## src/rtl/mext_unit_pkg.sv

```systemverilog
// Shared types and helpers for the RV32M multiply/divide unit.
package mext_unit_pkg;

    localparam int unsigned XLEN  = 32;
    localparam int unsigned ITER  = 32;
    localparam int unsigned PW    = 2 * XLEN;
    localparam int unsigned CNT_W = $clog2(ITER);

    typedef enum logic [2:0] {
        MUL    = 3'd0,
        MULH   = 3'd1,
        MULHSU = 3'd2,
        MULHU  = 3'd3,
        DIV    = 3'd4,
        DIVU   = 3'd5,
        REM    = 3'd6,
        REMU   = 3'd7
    } mulop_t;

    typedef enum logic [1:0] {
        IDLE = 2'd0,
        BUSY = 2'd1,
        DONE = 2'd2
    } mext_state_t;

    // rs1 is treated as signed by every op except the fully unsigned ones
    function automatic logic signed_a(input mulop_t op);
        return (op == MUL) || (op == MULH) || (op == MULHSU) || (op == DIV) || (op == REM);
    endfunction

    function automatic logic signed_b(input mulop_t op);
        return (op == MUL) || (op == MULH) || (op == DIV) || (op == REM);
    endfunction

    function automatic logic is_div(input mulop_t op);
        return (op == DIV) || (op == DIVU) || (op == REM) || (op == REMU);
    endfunction

endpackage

```

## src/rtl/mext_unit_if.sv

```systemverilog
// EX-stage <-> M-extension unit handshake and operand bus.
interface mext_unit_if;
    import mext_unit_pkg::*;

    logic              enable;
    mulop_t            mulop;
    logic [XLEN-1:0]   rs1;
    logic [XLEN-1:0]   rs2;
    logic              hold;
    logic [XLEN-1:0]   out;
    logic              pause;

    modport master (output enable, mulop, rs1, rs2, hold, input out, pause);
    modport slave  (input enable, mulop, rs1, rs2, hold, output out, pause);

endinterface

```

## src/rtl/mext_divider.sv

```systemverilog
// Restoring radix-2 divider step on unsigned magnitudes; one quotient bit per step.
module mext_divider
    import mext_unit_pkg::*;
(
    input  logic            clk,
    input  logic            rst,
    input  logic            load,
    input  logic            step,
    input  logic [XLEN-1:0] dividend,
    input  logic [XLEN-1:0] divisor,
    output logic [XLEN-1:0] quo_next_c,
    output logic [XLEN-1:0] rem_next_c
);

    logic [XLEN-1:0] quo_q;
    logic [XLEN-1:0] rem_q;
    logic [XLEN-1:0] dvs_q;
    logic [XLEN:0]   trial;

    // rem_q < divisor always holds, so bit XLEN of the trial is the borrow
    always_comb begin
        trial = {rem_q, quo_q[XLEN-1]} - {1'b0, dvs_q};
        if (!trial[XLEN]) begin
            rem_next_c = trial[XLEN-1:0];
            quo_next_c = {quo_q[XLEN-2:0], 1'b1};
        end else begin
            rem_next_c = {rem_q[XLEN-2:0], quo_q[XLEN-1]};
            quo_next_c = {quo_q[XLEN-2:0], 1'b0};
        end
    end

    always_ff @(posedge clk or posedge rst) begin
        if (rst) begin
            quo_q <= '0;
            rem_q <= '0;
            dvs_q <= '0;
        end else if (load) begin
            quo_q <= dividend;
            rem_q <= '0;
            dvs_q <= divisor;
        end else if (step) begin
            quo_q <= quo_next_c;
            rem_q <= rem_next_c;
        end
    end

endmodule

```

## src/rtl/mext_unit.sv

```systemverilog
// Multi-cycle RV32M multiply/divide unit for EX: stalls via pause, result on out.
module mext_unit
    import mext_unit_pkg::*;
(
    input  logic       clk,
    input  logic       rst,
    mext_unit_if.slave bus
);

    mext_state_t      state_q, state_d;
    mulop_t           op_q;
    logic             neg_q;
    logic [CNT_W-1:0] cnt_q;
    logic [XLEN-1:0]  mcand_q;
    logic [PW-1:0]    prod_q;
    logic [XLEN-1:0]  out_q;

    logic             start, step, finish;
    logic             sa, sb, special, neg_start;
    logic [XLEN-1:0]  mag_a, mag_b, special_res;
    logic [XLEN:0]    sum;
    logic [PW-1:0]    prod_next, prod_fix;
    logic [XLEN-1:0]  quo_next, rem_next, res_c;

    // Operand decode on the live bus, used only on the start cycle
    always_comb begin
        sa          = signed_a(bus.mulop) & bus.rs1[XLEN-1];
        sb          = signed_b(bus.mulop) & bus.rs2[XLEN-1];
        mag_a       = sa ? -bus.rs1 : bus.rs1;
        mag_b       = sb ? -bus.rs2 : bus.rs2;
        special     = 1'b0;
        special_res = '0;
        if (is_div(bus.mulop)) begin
            if (bus.rs2 == '0) begin
                special     = 1'b1;
                special_res = ((bus.mulop == DIV) || (bus.mulop == DIVU)) ? '1 : bus.rs1;
            end else if (((bus.mulop == DIV) || (bus.mulop == REM)) &&
                         (bus.rs1 == {1'b1, {(XLEN-1){1'b0}}}) && (bus.rs2 == '1)) begin
                special     = 1'b1;
                special_res = (bus.mulop == DIV) ? bus.rs1 : '0;
            end
        end
        // Remainder follows the dividend sign; product and quotient follow sign difference
        neg_start = (bus.mulop == REM) ? sa : (sa ^ sb);
    end

    // Shift-add multiply step: accumulate into the high half, shift right
    always_comb begin
        sum       = {1'b0, prod_q[PW-1:XLEN]} + (prod_q[0] ? {1'b0, mcand_q} : '0);
        prod_next = {sum, prod_q[XLEN-1:1]};
        prod_fix  = neg_q ? -prod_next : prod_next;
    end

    always_comb begin
        res_c = '0;
        unique case (op_q)
            MUL:                 res_c = prod_fix[XLEN-1:0];
            MULH, MULHSU, MULHU: res_c = prod_fix[PW-1:XLEN];
            DIV, DIVU:           res_c = neg_q ? -quo_next : quo_next;
            REM, REMU:           res_c = neg_q ? -rem_next : rem_next;
        endcase
    end

    mext_divider u_div (
        .clk        (clk),
        .rst        (rst),
        .load       (start),
        .step       (step),
        .dividend   (mag_a),
        .divisor    (mag_b),
        .quo_next_c (quo_next),
        .rem_next_c (rem_next)
    );

    always_ff @(posedge clk or posedge rst) begin
        if (rst) state_q <= IDLE;
        else     state_q <= state_d;
    end

    always_comb begin
        state_d = state_q;
        start   = 1'b0;
        step    = 1'b0;
        finish  = 1'b0;
        case (state_q)
            IDLE: begin
                if (bus.enable) begin
                    start   = 1'b1;
                    state_d = special ? DONE : BUSY;
                end
            end
            BUSY: begin
                if (!bus.enable) begin
                    state_d = IDLE;
                end else begin
                    step = 1'b1;
                    if (cnt_q == CNT_W'(ITER - 1)) begin
                        finish  = 1'b1;
                        state_d = DONE;
                    end
                end
            end
            DONE: begin
                if (!bus.hold) state_d = IDLE;
            end
            default: state_d = IDLE;
        endcase
    end

    always_ff @(posedge clk or posedge rst) begin
        if (rst) begin
            op_q    <= MUL;
            neg_q   <= 1'b0;
            cnt_q   <= '0;
            mcand_q <= '0;
            prod_q  <= '0;
            out_q   <= '0;
        end else begin
            if (start) begin
                op_q    <= bus.mulop;
                neg_q   <= neg_start;
                cnt_q   <= '0;
                mcand_q <= mag_a;
                prod_q  <= {{XLEN{1'b0}}, mag_b};
                if (special) out_q <= special_res;
            end
            if (step) begin
                prod_q <= prod_next;
                cnt_q  <= cnt_q + CNT_W'(1);
            end
            if (finish) out_q <= res_c;
        end
    end

    assign bus.pause = bus.enable & (state_q != DONE) & ~rst;
    assign bus.out   = out_q;

endmodule

```

## src/flat_wrapper.sv

```systemverilog
// flat-port wrapper written by rule: the top's interface ports become plain ports
module mext_unit_flat import mext_unit_pkg::*;
  (clk, rst, bus_enable, bus_mulop, bus_rs1, bus_rs2, bus_hold, bus_out, bus_pause);
  mext_unit_if bus_i ();
  input  logic clk;
  input  logic rst;
  input wire logic [$bits(bus_i.enable)-1:0] bus_enable;
  input wire logic [$bits(bus_i.mulop)-1:0] bus_mulop;
  input wire logic [$bits(bus_i.rs1)-1:0] bus_rs1;
  input wire logic [$bits(bus_i.rs2)-1:0] bus_rs2;
  input wire logic [$bits(bus_i.hold)-1:0] bus_hold;
  output wire logic [$bits(bus_i.out)-1:0] bus_out;
  output wire logic [$bits(bus_i.pause)-1:0] bus_pause;
  assign bus_i.enable = bus_enable;
  assign bus_i.mulop = bus_mulop;
  assign bus_i.rs1 = bus_rs1;
  assign bus_i.rs2 = bus_rs2;
  assign bus_i.hold = bus_hold;
  assign bus_out = bus_i.out;
  assign bus_pause = bus_i.pause;
  mext_unit u_core (.clk(clk), .rst(rst), .bus(bus_i));
endmodule
```

## config.mk

```make
export PLATFORM = sky130hd
export DESIGN_NAME = mext_unit_flat
export DESIGN_NICKNAME = d
export VERILOG_FILES = /design/src/rtl/mext_unit_pkg.sv /design/src/rtl/mext_unit_if.sv /design/src/rtl/mext_divider.sv /design/src/rtl/mext_unit.sv /design/src/flat_wrapper.sv
export SDC_FILE = /design/constraint.sdc
export NUM_CORES = 1
export LEC_CHECK = 0
export ABC_AREA = 1
export ABC_CLOCK_PERIOD_IN_PS = 4500
export BUFFER_PORTS_ARGS = -buffer_cell sky130_fd_sc_hd__buf_2
export CAP_MARGIN = 20
export CORE_MARGIN = 5
export CORE_UTILIZATION = 45
export CTS_CLUSTER_DIAMETER = 30
export DETAILED_ROUTE_END_ITERATION = 8
export PLACE_DENSITY = 0.73
export SLEW_MARGIN = 10
export SYNTH_ARGS = -nofsm -noshare
export SYNTH_HDL_FRONTEND = slang
export SYNTH_HIERARCHICAL = 1
export SYNTH_SLANG_ARGS = --single-unit
```

## constraint.sdc

```tcl
create_clock -name clk -period 4.5 [get_ports clk]
set_clock_uncertainty 0.1 [all_clocks]
set_input_delay 0.225 -clock clk [delete_from_list [all_inputs] [get_ports clk]]
set_output_delay 0.225 -clock clk [all_outputs]
set_load 0.05 [all_outputs]
```

==> results of run 1 <==
[layout by cell type (no fill, tap or decap), types with 15 or more instances in the layout]
cell type	count
clkinv_2	15
inv_1	558
and2_1	26
nor2_4	15
nand4_1	44
nand3_1	267
inv_2	33
buf_2	103
nand2_1	1209
xnor2_1	26
nor2_1	245
nor3_1	40
clkbuf_16	74
a21oi_1	114
o21ai_0	191
nand2_2	49
dfrtp_1	234
o2111ai_1	19
dlygate4sd3_1	36
buf_4	52
o211ai_1	33
a31oi_1	17
xor2_1	68
nand3b_1	17
ha_1	67
o221ai_1	40
nor2_2	37
[power groups by stage]
stage | Sequential [mW] | Clock, mW | Combinational, mW
6_report | 3.21 | 5.00 | 9.61
4_1_cts | 3.18 | 5.04 | 8.92
3_3_place_gp | 3.19 | 0 | 8.77
3_5_place_dp | 3.20 | 0 | 8.80
5_1_grt | 3.28 | 5.19 | 10.6
2_1_floorplan | 2.99 | 0 | 6.60
[cells by family after synthesis]
kind of cell             share of synthesized area [%]
flip-flops                                        26.5
adder cells (fa/ha/maj)                           4.24
XOR/XNOR                                          3.71
AND/OR/NAND/NOR                                   39.6
multiplexers                                    0.0959
AO/OA/AOI/OAI                                     12.5
buffers and inverters                             13.4
[registers in the layout, indices dropped and copies added, names as in the netlist]
signal,count
u_core/u_div/rem_q,32
u_core/prod_q,64
u_core/u_div/dvs_q,32
u_core/u_div/quo_q,32
u_core/neg_q,1
u_core/op_q,3
u_core/mcand_q,32
u_core/cnt_q,5
u_core/bus.out,32
u_core/state_q,2
[final cells by class]
| cell class | count | share of cell area (%) |
|---|---|---|
| multi-input cells | 2652 | 51.8 |
| flip-flops and latches | 235 | 22.3 |
| inverters | 600 | 8.57 |
| clock buffers | 91 | 7.71 |
| repair buffers | 194 | 5.03 |
| well taps | 664 | 3.15 |
| clock inverters | 35 | 1.46 |
[routing by layer]
layer	routed length (µm)	up-vias
met5	21	-
met4	3920	4
met3	8220	237
met2	36700	1206
met1	34100	11259
li1	-	11772
[repair_timing]
item	4_1_cts	5_1_grt
pin swaps	0	23
hold buffers	36	0
endpoints found under the setup margin	1	18
resized for setup	2	62
endpoints found under the hold margin	164	0
gates cloned	0	2
setup buffers	0	12
[worst max-delay path, delay by kind of cell (launching register included)]
| family | cells | cell delay (ns) |
|---|---|---|
| flip-flops | 1 | 0.38 |
| AO/OA/AOI/OAI | 2 | 0.43 |
| adder cells (fa/ha/maj) | 2 | 0.56 |
| AND/OR/NAND/NOR | 22 | 2.23 |
| buffers and inverters | 4 | 0.48 |
[how the worst max path moves through the flow]
| stage | from | depth (start not counted) | to | slack (ns) |
|---|---|---|---|---|
| after floorplan | u_core/u_div/quo_q[31]$_DFFE_PP0P_ | 35 | u_core/bus.out[24]$_DFFE_PP0P_ | 0.43 |
| after global placement | u_core/u_div/quo_q[31]$_DFFE_PP0P_ | 30 | u_core/bus.out[29]$_DFFE_PP0P_ | 0.05 |
| after detailed placement | u_core/u_div/dvs_q[0]$_DFFE_PP0P_ | 29 | u_core/bus.out[29]$_DFFE_PP0P_ | -0.03 |
| after CTS | u_core/u_div/dvs_q[0]$_DFFE_PP0P_ | 29 | u_core/bus.out[29]$_DFFE_PP0P_ | 0.008 |
| after global routing | u_core/u_div/rem_q[14]$_DFFE_PP0P_ | 28 | u_core/bus.out[17]$_DFFE_PP0P_ | -0.08 |
| final | u_core/u_div/dvs_q[0]$_DFFE_PP0P_ | 30 | u_core/bus.out[29]$_DFFE_PP0P_ | 0.22 |
==> run metrics, run 1 <==
Worst Hold End=u_core/bus.out[25]$_DFFE_PP0P_; Arr. time, crit path=4.66 ns; Mapped Cells=3626; Core Rows=81; leading post-synthesis cells by cell area=dfrtp_1 (27%), nand2_1 (21%), inv_1 (9.6%); H-tree depth=3; setup slack after layout=0.218 ns; DP Cell Count=4293; pwr/cell area=675 nW/µm²; total grt overflow=0; fillers=4916; WL/cell=18.6 µm; IO Pins=104; Avg Vias per Cell=5.47; Non-Filler Instances=4471; crit path kind=reg2reg; Synth Cell Area=22200 µm²; EDFF count, synth=0; switching pwr=8.61 mW; DP HPWL=63.7 mm; met2 Use GR=46.9%; Storage cell area=5880 µm²; worst r2r src=u_core/u_div/dvs_q[0]$_DFFE_PP0P_; drt drc=0; GRT met3 Usage=7.31%; first-pass GRT wire length=128 mm; asr flop ratio synth=100%; CP peak stage delay=0.38 ns; Post-Place Cell Area=23200 µm²; TritonCTS clock tree=yes; chip width=232 µm; status=completed; critical path launch point type=flip-flop; drt total wl=83.0 mm; gr busiest metal=met2; hold-critical path depth=3; post-route cell area=26400 µm²; P_leak=14.1 nW; commonest cells in the netlist=nand2_1 (1213), inv_1 (568), nand3_1 (273), nor2_1 (256), dfrtp_1 (235); Top FF cell, synth=dfrtp_1; HP Class=in2reg; critical path endpoint category=flip-flop; flops & latches, synth=235; total CTS buffers=70; most numerous cell in the Yosys netlist=nand2_1; Longest Clk Path Bufs=3; Root Driver=clkbuf_16; 1st-pass router iterations=6; layout cells sized above 1=12.9%; grt met1 use=39.9%; NumNets Final=3898; Placer Congestion=0.991; internal power=9.22 mW; syn_nets=3771; Reg clk slew, reported paths=0.04 ns; RSZ-0062 raised after global routing=yes; mean area per synthesized cell=6.12 µm²; R2R depth=30; FF-to-FF End=u_core/bus.out[29]$_DFFE_PP0P_; top-area cell type share of the netlist area=26.5%; post-layout util=54.0%; DR iter-0 viols=2770; most frequent cell on the critical path=nand2_1; final max-slew violation count=0; WHS=0.0181 ns; Area growth syn-to-layout=19.0%; gr usage total=30.0%; switch share=48.3%; largest area contributor in the netlist=dfrtp_1; Yosys Warn Count=6; Fmax achieved=234 MHz; Final Hold Fails=0; core footprint=48800 µm²; Max-slew headroom=36.8%; Die ar.=53900 µm²; buffers added on ports=103; antenna violations before repair=2; Multi-input gate area=13700 µm²; Max VDD drop=353 µV; Tmin final=4.28 ns; final setup fails=0; pre-CTS setup slack=-0.0261 ns; Flop pwr share=18.0%; period utilization=95.2%; power share of the clock group=28.0%; CP Max Fanout=8; Worst EP required=4.87 ns; setup_tns=0 ns; pin count of the biggest net entering global routing=98; HP Start=bus_rs1[25]; total power draw=17.8 mW; Reg2Reg Setup Slack=0.22 ns; Initial Util=45.4%; die height=232 µm; register area share after synthesis=26.5%; Synth cell types=64; worst skew pair latency=0.59 ns; antenna-violating nets left=0; Worst Max-Slew Pin Slew=0.948 ns; DR vias=24478; power share of the combinational group=53.9%; slowest CP cell=dfrtp_1; clock sinks=235; maxcap violations=0; Diodes inserted=0; number of global-route vias before repair=22930
Note: power is estimated with default switching activity, not from simulation.
==> inputs of run 2 (changes only) <==
--- a/config.mk
+++ b/config.mk
@@ -10,10 +10,10 @@
 export BUFFER_PORTS_ARGS = -buffer_cell sky130_fd_sc_hd__buf_2
 export CAP_MARGIN = 20
 export CORE_MARGIN = 5
-export CORE_UTILIZATION = 45
+export CORE_UTILIZATION = 26
 export CTS_CLUSTER_DIAMETER = 30
 export DETAILED_ROUTE_END_ITERATION = 8
-export PLACE_DENSITY = 0.73
+export PLACE_DENSITY = 0.52
 export SLEW_MARGIN = 10
 export SYNTH_ARGS = -nofsm -noshare
 export SYNTH_HDL_FRONTEND = slang
==> run 2 against run 1 <==
Net effect: worst hold slack improved by 0.0090 ns; final area is 3.3% higher; combinational power increased by 2.2%; total power is 3.9% higher; global-route usage decreased by 11 points; utilization fell by 22 points; critical path type unchanged; first-iteration DRC count shrank 14%; routed wire length grew 9.1%; sequential share of layout area shrank 0.72 points; clock-buffer cell count increased by 10.
==> run metrics, run 2 (synthesized netlist as in run 1, its figures left out) <==
status=completed; die height=302 µm (+30%); NumNets Final=3917 (+0.49%); drt total wl=90.6 mm (+9.1%); Multi-input gate area=13500 µm² (-1.0%); CP Max Fanout=7 (-1); gr usage total=19.3% (-11 points); 1st-pass router iterations=7 (+1); max reg flops=64 (unchanged); pin count of the biggest net entering global routing=100 (+2.0%); antenna violations before repair=1 (-1); H-tree depth=3 (unchanged); IO Pins=104 (unchanged); layout cells sized above 1=13.0% (+0.15 points); final setup fails=0 (unchanged); Longest Clk Path Bufs=3 (unchanged); leading cell type in the layout, fill and taps excluded=nand2_1; R2R depth=34 (+13%); Core Rows=107 (+32%); HP Class=in2reg; period utilization=94.7% (-0.44 points); routed length on met3=6.31 mm (-23%); Storage cell area=5880 µm² (unchanged); DP Cell Count=4794 (+12%); antenna-violating nets left=0 (unchanged); core footprint=84900 µm² (+74%); Worst Max-Slew Pin Slew=0.902 ns (-0.0454 ns); TritonCTS clock tree=yes; most frequent cells in the layout=nand2_1 (1207), inv_1 (563), nand3_1 (268); Final Hold Fails=0 (unchanged); Reg clk slew, reported paths=0.04 ns (about the same); Initial Util=26.1% (-19 points); Tmin final=4.26 ns (-0.0198 ns); worst skew pair latency=0.61 ns (+0.02 ns); buffers added on ports=103 (unchanged); Root Driver=clkbuf_16; total power draw=18.5 mW (+3.9%); pwr/cell area=679 nW/µm² (+0.56%); first-pass GRT wire length=137 mm (+7.2%); Non-Filler Instances=4976 (+11%); DR iter-0 viols=2395 (-14%); most frequent cell on the critical path=nand2_1; P_leak=14.2 nW (+0.91%); DR vias=23979 (-2.0%); met2 WL post-DR=40.3 mm (+9.7%); WL/cell=18.2 µm (-2.0%); Max VDD drop=401 µV (+14%); Max-slew headroom=39.8% (+3.0 points); Placer Congestion=0.940 (-5.2%); Arr. time, crit path=4.64 ns (-0.02 ns); total CTS buffers=75 (+7.1%); Worst EP required=4.88 ns (about the same); critical path launch point type=flip-flop; final max-slew violation count=0 (unchanged); Fmax achieved=235 MHz (+0.46%); Most flops, register=u_core/prod_q; hold-critical path depth=5 (+2); Diodes inserted=0 (unchanged); crit path kind=reg2reg; Area growth syn-to-layout=22.9%; uppermost routed layer=met5; critical path endpoint category=flip-flop; CP peak stage delay=0.38 ns (about the same); number of global-route vias before repair=22729 (-0.88%); Avg Vias per Cell=4.82 (-12%); DP HPWL=71.5 mm (+12%); M1 WL=40.8 mm (+20%); maxcap violations=0 (unchanged); total grt overflow=0 (unchanged); Die ar.=91300 µm² (+70%); drt drc=0 (unchanged); fillers=9472 (+93%); clock sinks=235 (unchanged); chip width=302 µm (+30%); slowest CP cell=dfrtp_1
[run 2: cell types whose count changed in the layout (fill, tap and decap cells not counted), moves of 5 or more]
cell / before / now
buf_4: 52 / 60
nand3_4: 6 / 1
inv_1: 558 / 563
nand2_2: 49 / 55
clkbuf_1: 5 / 13
bufinv_16: 6 / 12
clkinv_4: 9 / 3
[run 2: power breakdown]
| group | switching (mW) | total, mW | internal, mW | leakage [nW] |
|---|---|---|---|---|
| Clock | 1.58 | 5.52 | 3.94 | 1.29 |
| Sequential | 0.495 | 3.18 | 2.69 | 3.00 |
| Combinational | 6.71 | 9.82 | 3.10 | 9.90 |
| Total | 8.79 | 18.5 | 9.73 | 14.2 |
[run 2: repair_timing]
action | in CTS | in global routing
setup endpoints to repair | 1 | 20
resized for setup | 1 | 43
setup buffers | 0 | 5
hold buffers | 39 | 0
pin swaps | 0 | 10
endpoints found under the hold margin | 162 | 0
[run 2: cell type report]
type	instances	share of cell area [%]
Multi-Input combinational cell	2650	49.6
Sequential cell	235	21.6
Inverter	600	8.30
Clock buffer	101	7.72
Timing Repair Buffer	210	5.52
Tap cell	1144	5.25
Clock inverter	36	2.03
[run 2: through the flow]
stage | util [%] | instance area, µm² | hold WS [ns] | worst slack, ns | setup TNS (ns)
global route | 32.1 | 27300 | 0.0457 | -0.0210 | -0.0494
detailed placement | 28.3 | 24000 | 0.299 | -0.00682 | -0.00682
CTS | 31.9 | 27100 | 0.00545 | 0.0346 | 0
floorplan | - | 22200 | 0.243 | 0.430 | 0
finish | 32.1 | 27300 | 0.0272 | 0.238 | 0
global placement | 28.3 | 24000 | 0.302 | 0.0110 | 0
[run 2: worst max-delay path, delay by kind of cell (launching register included)]
family	cells	cell delay, ns
adders and majority gates	2	0.56
buffers and inverters	4	0.36
DFF	1	0.38
and+or+nand+nor	28	2.73
[run 2: metal layers]
metal / GRT usage (%) / vias up
li1: - / 11811
met5: 0 / -
met1: 27.0 / 11169
met3: 3.34 / 158
met4: 6.24 / 2
met2: 30.4 / 839
[run 2: final timing paths]
check	slack [ns]	startpoint	to
worst max-delay path	0.24	u_core/u_div/dvs_q[0]$_DFFE_PP0P_	u_core/bus.out[25]$_DFFE_PP0P_
worst min-delay path	0.03	bus_rs1[30]	u_core/bus.out[30]$_DFFE_PP0P_
worst max register to register	0.24	u_core/u_div/dvs_q[0]$_DFFE_PP0P_	u_core/bus.out[25]$_DFFE_PP0P_
worst min register to register	0.36	u_core/cnt_q[3]$_DFFE_PP0P_	u_core/cnt_q[3]$_DFFE_PP0P_
max in group asynchronous	3.02	rst	u_core/prod_q[36]$_DFFE_PP0P_
min in group asynchronous	0.20	rst	u_core/u_div/quo_q[27]$_DFFE_PP0P_
